## src/rtl/half_period_toggler.sv

```systemverilog
// Registered square-wave source: inverts its output each time the counter wraps at HALF-1.
module half_period_toggler #(
   parameter int HALF = 6
) (
   input  logic clk_in,
   input  logic rst_n_in,
   input  logic clr_in,
   input  logic en_in,
   output logic tgl_out,
   output logic tgl_nxt_out
);

   localparam int CW = (HALF > 1) ? $clog2(HALF) : 1;

   logic [CW-1:0] cnt_q, cnt_d;
   logic          tgl_q, tgl_d;

   always_comb begin
      cnt_d = cnt_q;
      tgl_d = tgl_q;
      if (clr_in) begin
         cnt_d = '0;
         tgl_d = 1'b0;
      end else if (en_in) begin
         if (cnt_q == CW'(HALF - 1)) begin
            cnt_d = '0;
            tgl_d = ~tgl_q;
         end else begin
            cnt_d = cnt_q + CW'(1);
         end
      end
   end

   always_ff @(posedge clk_in or negedge rst_n_in) begin
      if (!rst_n_in) begin
         cnt_q <= '0;
         tgl_q <= 1'b0;
      end else begin
         cnt_q <= cnt_d;
         tgl_q <= tgl_d;
      end
   end

   assign tgl_out     = tgl_q;
   // The checker's reference model needs the value the output is about to take.
   assign tgl_nxt_out = tgl_d;

endmodule

```

## config.mk

```make
export PLATFORM = sky130hd
export DESIGN_NAME = half_period_toggler
export DESIGN_NICKNAME = d
export VERILOG_FILES = /design/src/rtl/half_period_toggler.sv
export SDC_FILE = /design/constraint.sdc
export NUM_CORES = 1
export LEC_CHECK = 0
export CORE_AREA = 10 10 47 49
export DETAILED_ROUTE_END_ITERATION = 7
export DIE_AREA = 0 0 57 59
export SYNTH_ARGS = -nofsm -noshare
export SYNTH_HDL_FRONTEND = slang
export SYNTH_SLANG_ARGS = --single-unit
```

## constraint.sdc

```tcl
create_clock -name clk_in -period 1 [get_ports clk_in]
set_input_delay 0.2 -clock clk_in [delete_from_list [all_inputs] [get_ports clk_in]]
set_output_delay 0.2 -clock clk_in [all_outputs]
set_load 0.005 [all_outputs]
```

==> results of run 1 <==
==> synth_stat cells <==
library cell / n / area share, %
a21oi_1: 2 / 5.1
dfrtp_1: 4 / 51
nand4b_1: 2 / 8.9
nand4bb_1: 1 / 5.7
xnor2_1: 1 / 4.5
a21bo_2: 2 / 10
nor2_1: 2 / 3.8
mux2_4: 1 / 7.6
nor2b_1: 1 / 3.2
==> cell usage in the layout (no fill, tap or decap) <==
cell type / count
nand4bb_1: 1
xnor2_1: 1
a21oi_1: 2
clkdlybuf4s50_1: 3
a21bo_2: 2
nor2b_1: 1
mux2_4: 1
dfrtp_1: 4
buf_6: 4
clkbuf_4: 3
buf_4: 3
nand4b_1: 2
nor2_1: 2
==> layer usage <==
metal / wire length, µm / track usage (%) / vias to the layer above
li1: - / - / 86
met2: 163 / 3.26 / 11
met1: 242 / 3.44 / 83
met3: 69 / 3.22 / 0
met5: 0 / 0 / -
met4: 0 / 1.01 / 0
==> final cells by class <==
type	instances	share of cell area [%]
multi-input cells	12	28.6
clock buffers	3	6.69
repair buffers	10	29.0
flip-flops and latches	4	29.7
well taps	16	5.95
==> logic make-up (layout without fill, tap and decap cells) <==
family / Yosys count / after routing
AO/OA/AOI/OAI: 4 / 4
XOR/XNOR: 1 / 1
multiplexers: 1 / 1
buffers and inverters: 0 / 13
flip-flops: 4 / 4
AND/OR/NAND/NOR: 6 / 6
==> per-stage QoR <==
step	power [mW]	instances	TNS, ps	hold slack (ps)	setup WS (ps)
final	0.429	45	-634	183	-508
after global routing	0.460	45	-706	184	-539
after CTS	0.437	45	-637	180	-509
after detailed placement	0.234	42	-1730	427	-801
after global placement	0.234	42	-1760	424	-817
after floorplan	0.197	16	-62.7	-95.6	-62.7
==> registers in the layout, indices dropped and copies added, names as in the netlist <==
| signal | cells |
|---|---|
| tgl_out | 1 |
| cnt_q | 3 |
==> power by group <==
| group | internal, mW | switching, mW | leakage (nW) |
|---|---|---|---|
| Clock | 0.134 | 0.0606 | 0.0138 |
| Sequential | 0.170 | 0.00477 | 0.0544 |
| Combinational | 0.0362 | 0.0232 | 0.0823 |
==> repair_timing <==
action,CTS,global route
pin swaps,0,0
setup endpoints to repair,3,5
gates resized for setup,11,1
setup buffers,1,0
hold buffers,0,0
==> worst paths after layout <==
path	from	endpoint	slack (ps)	cells past startpoint
worst max-delay path	en_in	tgl_nxt_out	-510	4
worst min-delay path	rst_n_in	cnt_q[2]$_DFFE_PN0P_	180	1
worst max register to register	cnt_q[1]$_DFFE_PN0P_	tgl_out$_DFF_PN0_	-80	2
worst min register to register	cnt_q[1]$_DFFE_PN0P_	cnt_q[2]$_DFFE_PN0P_	600	2
max in group asynchronous	rst_n_in	cnt_q[1]$_DFFE_PN0P_	630	1
min in group clk_in	cnt_q[1]$_DFFE_PN0P_	cnt_q[2]$_DFFE_PN0P_	600	2
==> flow_metrics.env, run 1 <==
export IMPL_multiInputGateArea_um2=96.3
export IMPL_ir_worst_vdd_uv=587
export IMPL_drt_iter0_markers=5
export IMPL_cts_sinks=4
export IMPL_synth_nets=20
export IMPL_grt_pass1_vias=187
export IMPL_path_max_fanout=2
export IMPL_register_area_um2=100
export IMPL_cp_start_kind="input pin"
export IMPL_cp_buffers_inverters=2
export IMPL_skew_ps=2.07
export IMPL_coreArea_um2=1400
export IMPL_first_pass_iters=4
export IMPL_antenna_cells=0
export IMPL_ys_seq_elements=4
export IMPL_ys_seq_area_share_pct=51.0
export IMPL_clock_latency_ps=230
export IMPL_yosysWarnings=0
export IMPL_die_h_um=59
export IMPL_period_needed_ps=1510
export IMPL_max_cap_violations=0
export IMPL_cpMaxStageDelayCell="clkdlybuf4s50_1"
export IMPL_synthAdderAreaFrac_pct=0
export IMPL_rsz0062_at_grt="yes"
export IMPL_drive_above_1_share_pct=44.8
export IMPL_synthSimpleGateAreaFrac_pct=21.7
export IMPL_fmax_ghz=0.663
export IMPL_critPathArrivalTime_ps=1310
export IMPL_critPathTopFamily="buffers and inverters"
export IMPL_synthesis_area_um2=196
export IMPL_synth_top_family_by_area="simple AND/OR/NAND/NOR gates"
export IMPL_h_tree_depth=1
export IMPL_nets=35
export IMPL_gp_congestion=0.707
export IMPL_cts_buffers=3
export IMPL_grt_pass1_wl_um=745
export IMPL_p_leak_nw=0.150
export IMPL_placed_cell_area_um2=304
export IMPL_grt_max_degree=6
export IMPL_initial_utilization_pct=14.0
export IMPL_postLayoutCoreUtil_pct=24.0
export IMPL_synthMuxAreaShare_pct=7.64
export IMPL_clk_pin_slew_ps=40
export IMPL_synth_xor_area_share_pct=4.46
export IMPL_clockRootBuffer="clkbuf_4"
export IMPL_worstPathRequired_ps=800
export IMPL_post_route_drc_count=0
export IMPL_synth_area_per_cell_um2=12.3
export IMPL_critPathMaxStageDelay_ps=500
export IMPL_power_density_nw_per_um2=1270
export IMPL_final_max_slew_violation_count=0
export IMPL_vias=180
export IMPL_fillers=162
export IMPL_cts_buffer_depth=2
export IMPL_drt_antenna_violating_nets=0
export IMPL_slew_headroom_pct=85.9
export IMPL_end_kind="output pin"
export IMPL_period_share_pct=151
export IMPL_setup_slack_ps=-508
export IMPL_die_area_um2=3360
export IMPL_row_count=14
export IMPL_outcome="finished, violations left"
export IMPL_postSynthCellCount=16
export IMPL_setup_viol=3
export IMPL_routed_wl_um=475
export IMPL_violations="negative setup slack"
export IMPL_antenna_found_initial=0
export IMPL_crit_type="in -> out"
export IMPL_fp_dieW_um=57
export IMPL_crit_chain="clkdlybuf4s50_1 -> nand4b_1 -> mux2_4 -> buf_6"
export IMPL_finalHoldViolations=0
export IMPL_gr_usage_all_layers_pct=2.94
export IMPL_area_delta_synth_final_pct=71.3
export IMPL_io_pins=6
export IMPL_numPortBuffers=5
export IMPL_wl_per_cell_um=10.6
export IMPL_cts_tree="built"
export IMPL_hp_class="in -> async"
export IMPL_fin_area_um2=337
export IMPL_gr_total_overflow=0
export IMPL_synth_compound_area_share_pct=15.3
export IMPL_tightest_slew_ps=212
export IMPL_netlist_cell_type_count=9
export IMPL_viasPerCell=4.00
export IMPL_dp_hpwl_um=372
Power figures use the tool's default switching activity.
==> run 2: changes to the inputs <==
SKIP_CTS_REPAIR_TIMING = 1   (was not set)
==> flow_metrics.env, run 2 (synthesized netlist as in run 1, its figures left out) <==
export IMPL_outcome="finished, violations left"
export IMPL_violations="negative setup slack"
export IMPL_reg2reg_from="cnt_q[1]$_DFFE_PN0P_"
export IMPL_crit_type="in -> out"
export IMPL_max_cap_violations=0
export IMPL_p_leak_nw=0.149
export IMPL_gr_usage_all_layers_pct=3.11
export IMPL_antenna_cells=0
export IMPL_nets=35
export IMPL_cts_tree="built"
export IMPL_slew_headroom_pct=86.0
export IMPL_critPathArrivalTime_ps=1300
export IMPL_ir_worst_vdd_uv=592
export IMPL_r2r_slack_ps=-70
export IMPL_cp_start_kind="input pin"
export IMPL_period_needed_ps=1500
export IMPL_cts_sinks=4
export IMPL_r2r_cells=2
export IMPL_numPortBuffers=5
export IMPL_finalHoldViolations=0
export IMPL_skew_ps=2.28
export IMPL_reg2reg_to="tgl_out$_DFF_PN0_"
export IMPL_cts_buffer_depth=2
export IMPL_row_count=14
export IMPL_multiInputGateArea_um2=96.3
export IMPL_placed_cell_area_um2=304
export IMPL_regMostFlops="cnt_q"
export IMPL_drive_above_1_share_pct=44.8
export IMPL_vias=180
export IMPL_setup_viol=3
export IMPL_worstPathRequired_ps=800
export IMPL_tns_ps=-622
export IMPL_path_max_fanout=2
export IMPL_postLayoutCoreUtil_pct=23.6
export IMPL_tightest_slew_ps=210
export IMPL_gr_total_overflow=0
export IMPL_die_area_um2=3360
export IMPL_fp_dieW_um=57
export IMPL_fillers=165
export IMPL_io_pins=6
export IMPL_hp_class="in -> async"
export IMPL_setup_slack_ps=-499
export IMPL_area_delta_synth_final_pct=68.2
export IMPL_largest_reg_flops=3
export IMPL_die_h_um=59
export IMPL_startpoint="en_in"
export IMPL_post_route_drc_count=0
export IMPL_register_area_um2=100
export IMPL_grt_pass1_vias=194
export IMPL_clock_latency_ps=230
export IMPL_h_tree_depth=1
export IMPL_first_pass_iters=4
export IMPL_fin_area_um2=330
export IMPL_final_common_cell="dfrtp_1"
export IMPL_rsz0062_at_grt="yes"
export IMPL_grt_max_degree=6
export IMPL_cts_buffers=3
export IMPL_final_cell_mix="4 x dfrtp_1, 3 x clkbuf_4, 3 x clkdlybuf4s50_1, 3 x buf_6, 3 x buf_4"
export IMPL_clockRootBuffer="clkbuf_4"
export IMPL_end_kind="output pin"
export IMPL_viasPerCell=4.00
export IMPL_final_max_slew_violation_count=0
export IMPL_drt_iter0_markers=5
export IMPL_grt_pass1_wl_um=800
export IMPL_power_density_nw_per_um2=1290
export IMPL_coreArea_um2=1400
export IMPL_antenna_found_initial=0
export IMPL_initial_utilization_pct=14.0
export IMPL_period_share_pct=150
export IMPL_gp_congestion=0.707
export IMPL_routed_wl_um=481
export IMPL_drt_antenna_violating_nets=0
export IMPL_dp_hpwl_um=372
export IMPL_fmax_ghz=0.667
export IMPL_clk_pin_slew_ps=40
export IMPL_wl_per_cell_um=10.7
==> run 2: cell types whose count changed in the layout (fill, tap and decap cells not counted) <==
cell | before | now
clkbuf_2 | 0 | 1
buf_6 | 4 | 3
==> run 2: worst max path at each step <==
stage	end	slack, ps	cells past startpoint
final	tgl_nxt_out	-500	4
after global routing	tgl_nxt_out	-530	3
after CTS	tgl_nxt_out	-850	3
after detailed placement	tgl_nxt_out	-800	4
after global placement	tgl_nxt_out	-820	4
after floorplan	tgl_nxt_out	-60	2
==> run 2: cell type report <==
| class | instances | share of cell area (%) |
|---|---|---|
| clock buffers | 3 | 6.82 |
| multi-input cells | 12 | 29.2 |
| flip-flops and latches | 4 | 30.3 |
| well taps | 16 | 6.06 |
| repair buffers | 10 | 27.7 |
==> run 2: per-layer routing <==
metal / vias to the layer above / part of all wire, % / GRT usage, %
met3: 0 / 12 / 3.00
met5: - / 0 / 0
met1: 82 / 52 / 3.67
li1: 86 / - / -
met4: 0 / 0 / 1.01
met2: 12 / 36 / 3.72
==> run 2: where the power goes <==
group / internal (mW) / total (mW) / switching (mW)
registers: 0.170 / 0.175 / 0.00471
logic: 0.0361 / 0.0593 / 0.0232
clock network: 0.134 / 0.192 / 0.0586
total: 0.340 / 0.427 / 0.0864
==> run 2: critical path, stage by stage <==
cell	delay, ps
clkdlybuf4s50_1	500
nand4b_1	150
mux2_4	330
clkbuf_2	120
==> run 2: per-stage QoR <==
stage	instances	worst slack [ps]	hold WS (ps)	total power [mW]
after global routing	45	-534	184	0.460
after detailed placement	42	-801	427	0.234
after global placement	42	-817	424	0.234
final	45	-499	184	0.427
after floorplan	16	-62.7	-95.6	0.197
after CTS	45	-848	180	0.437
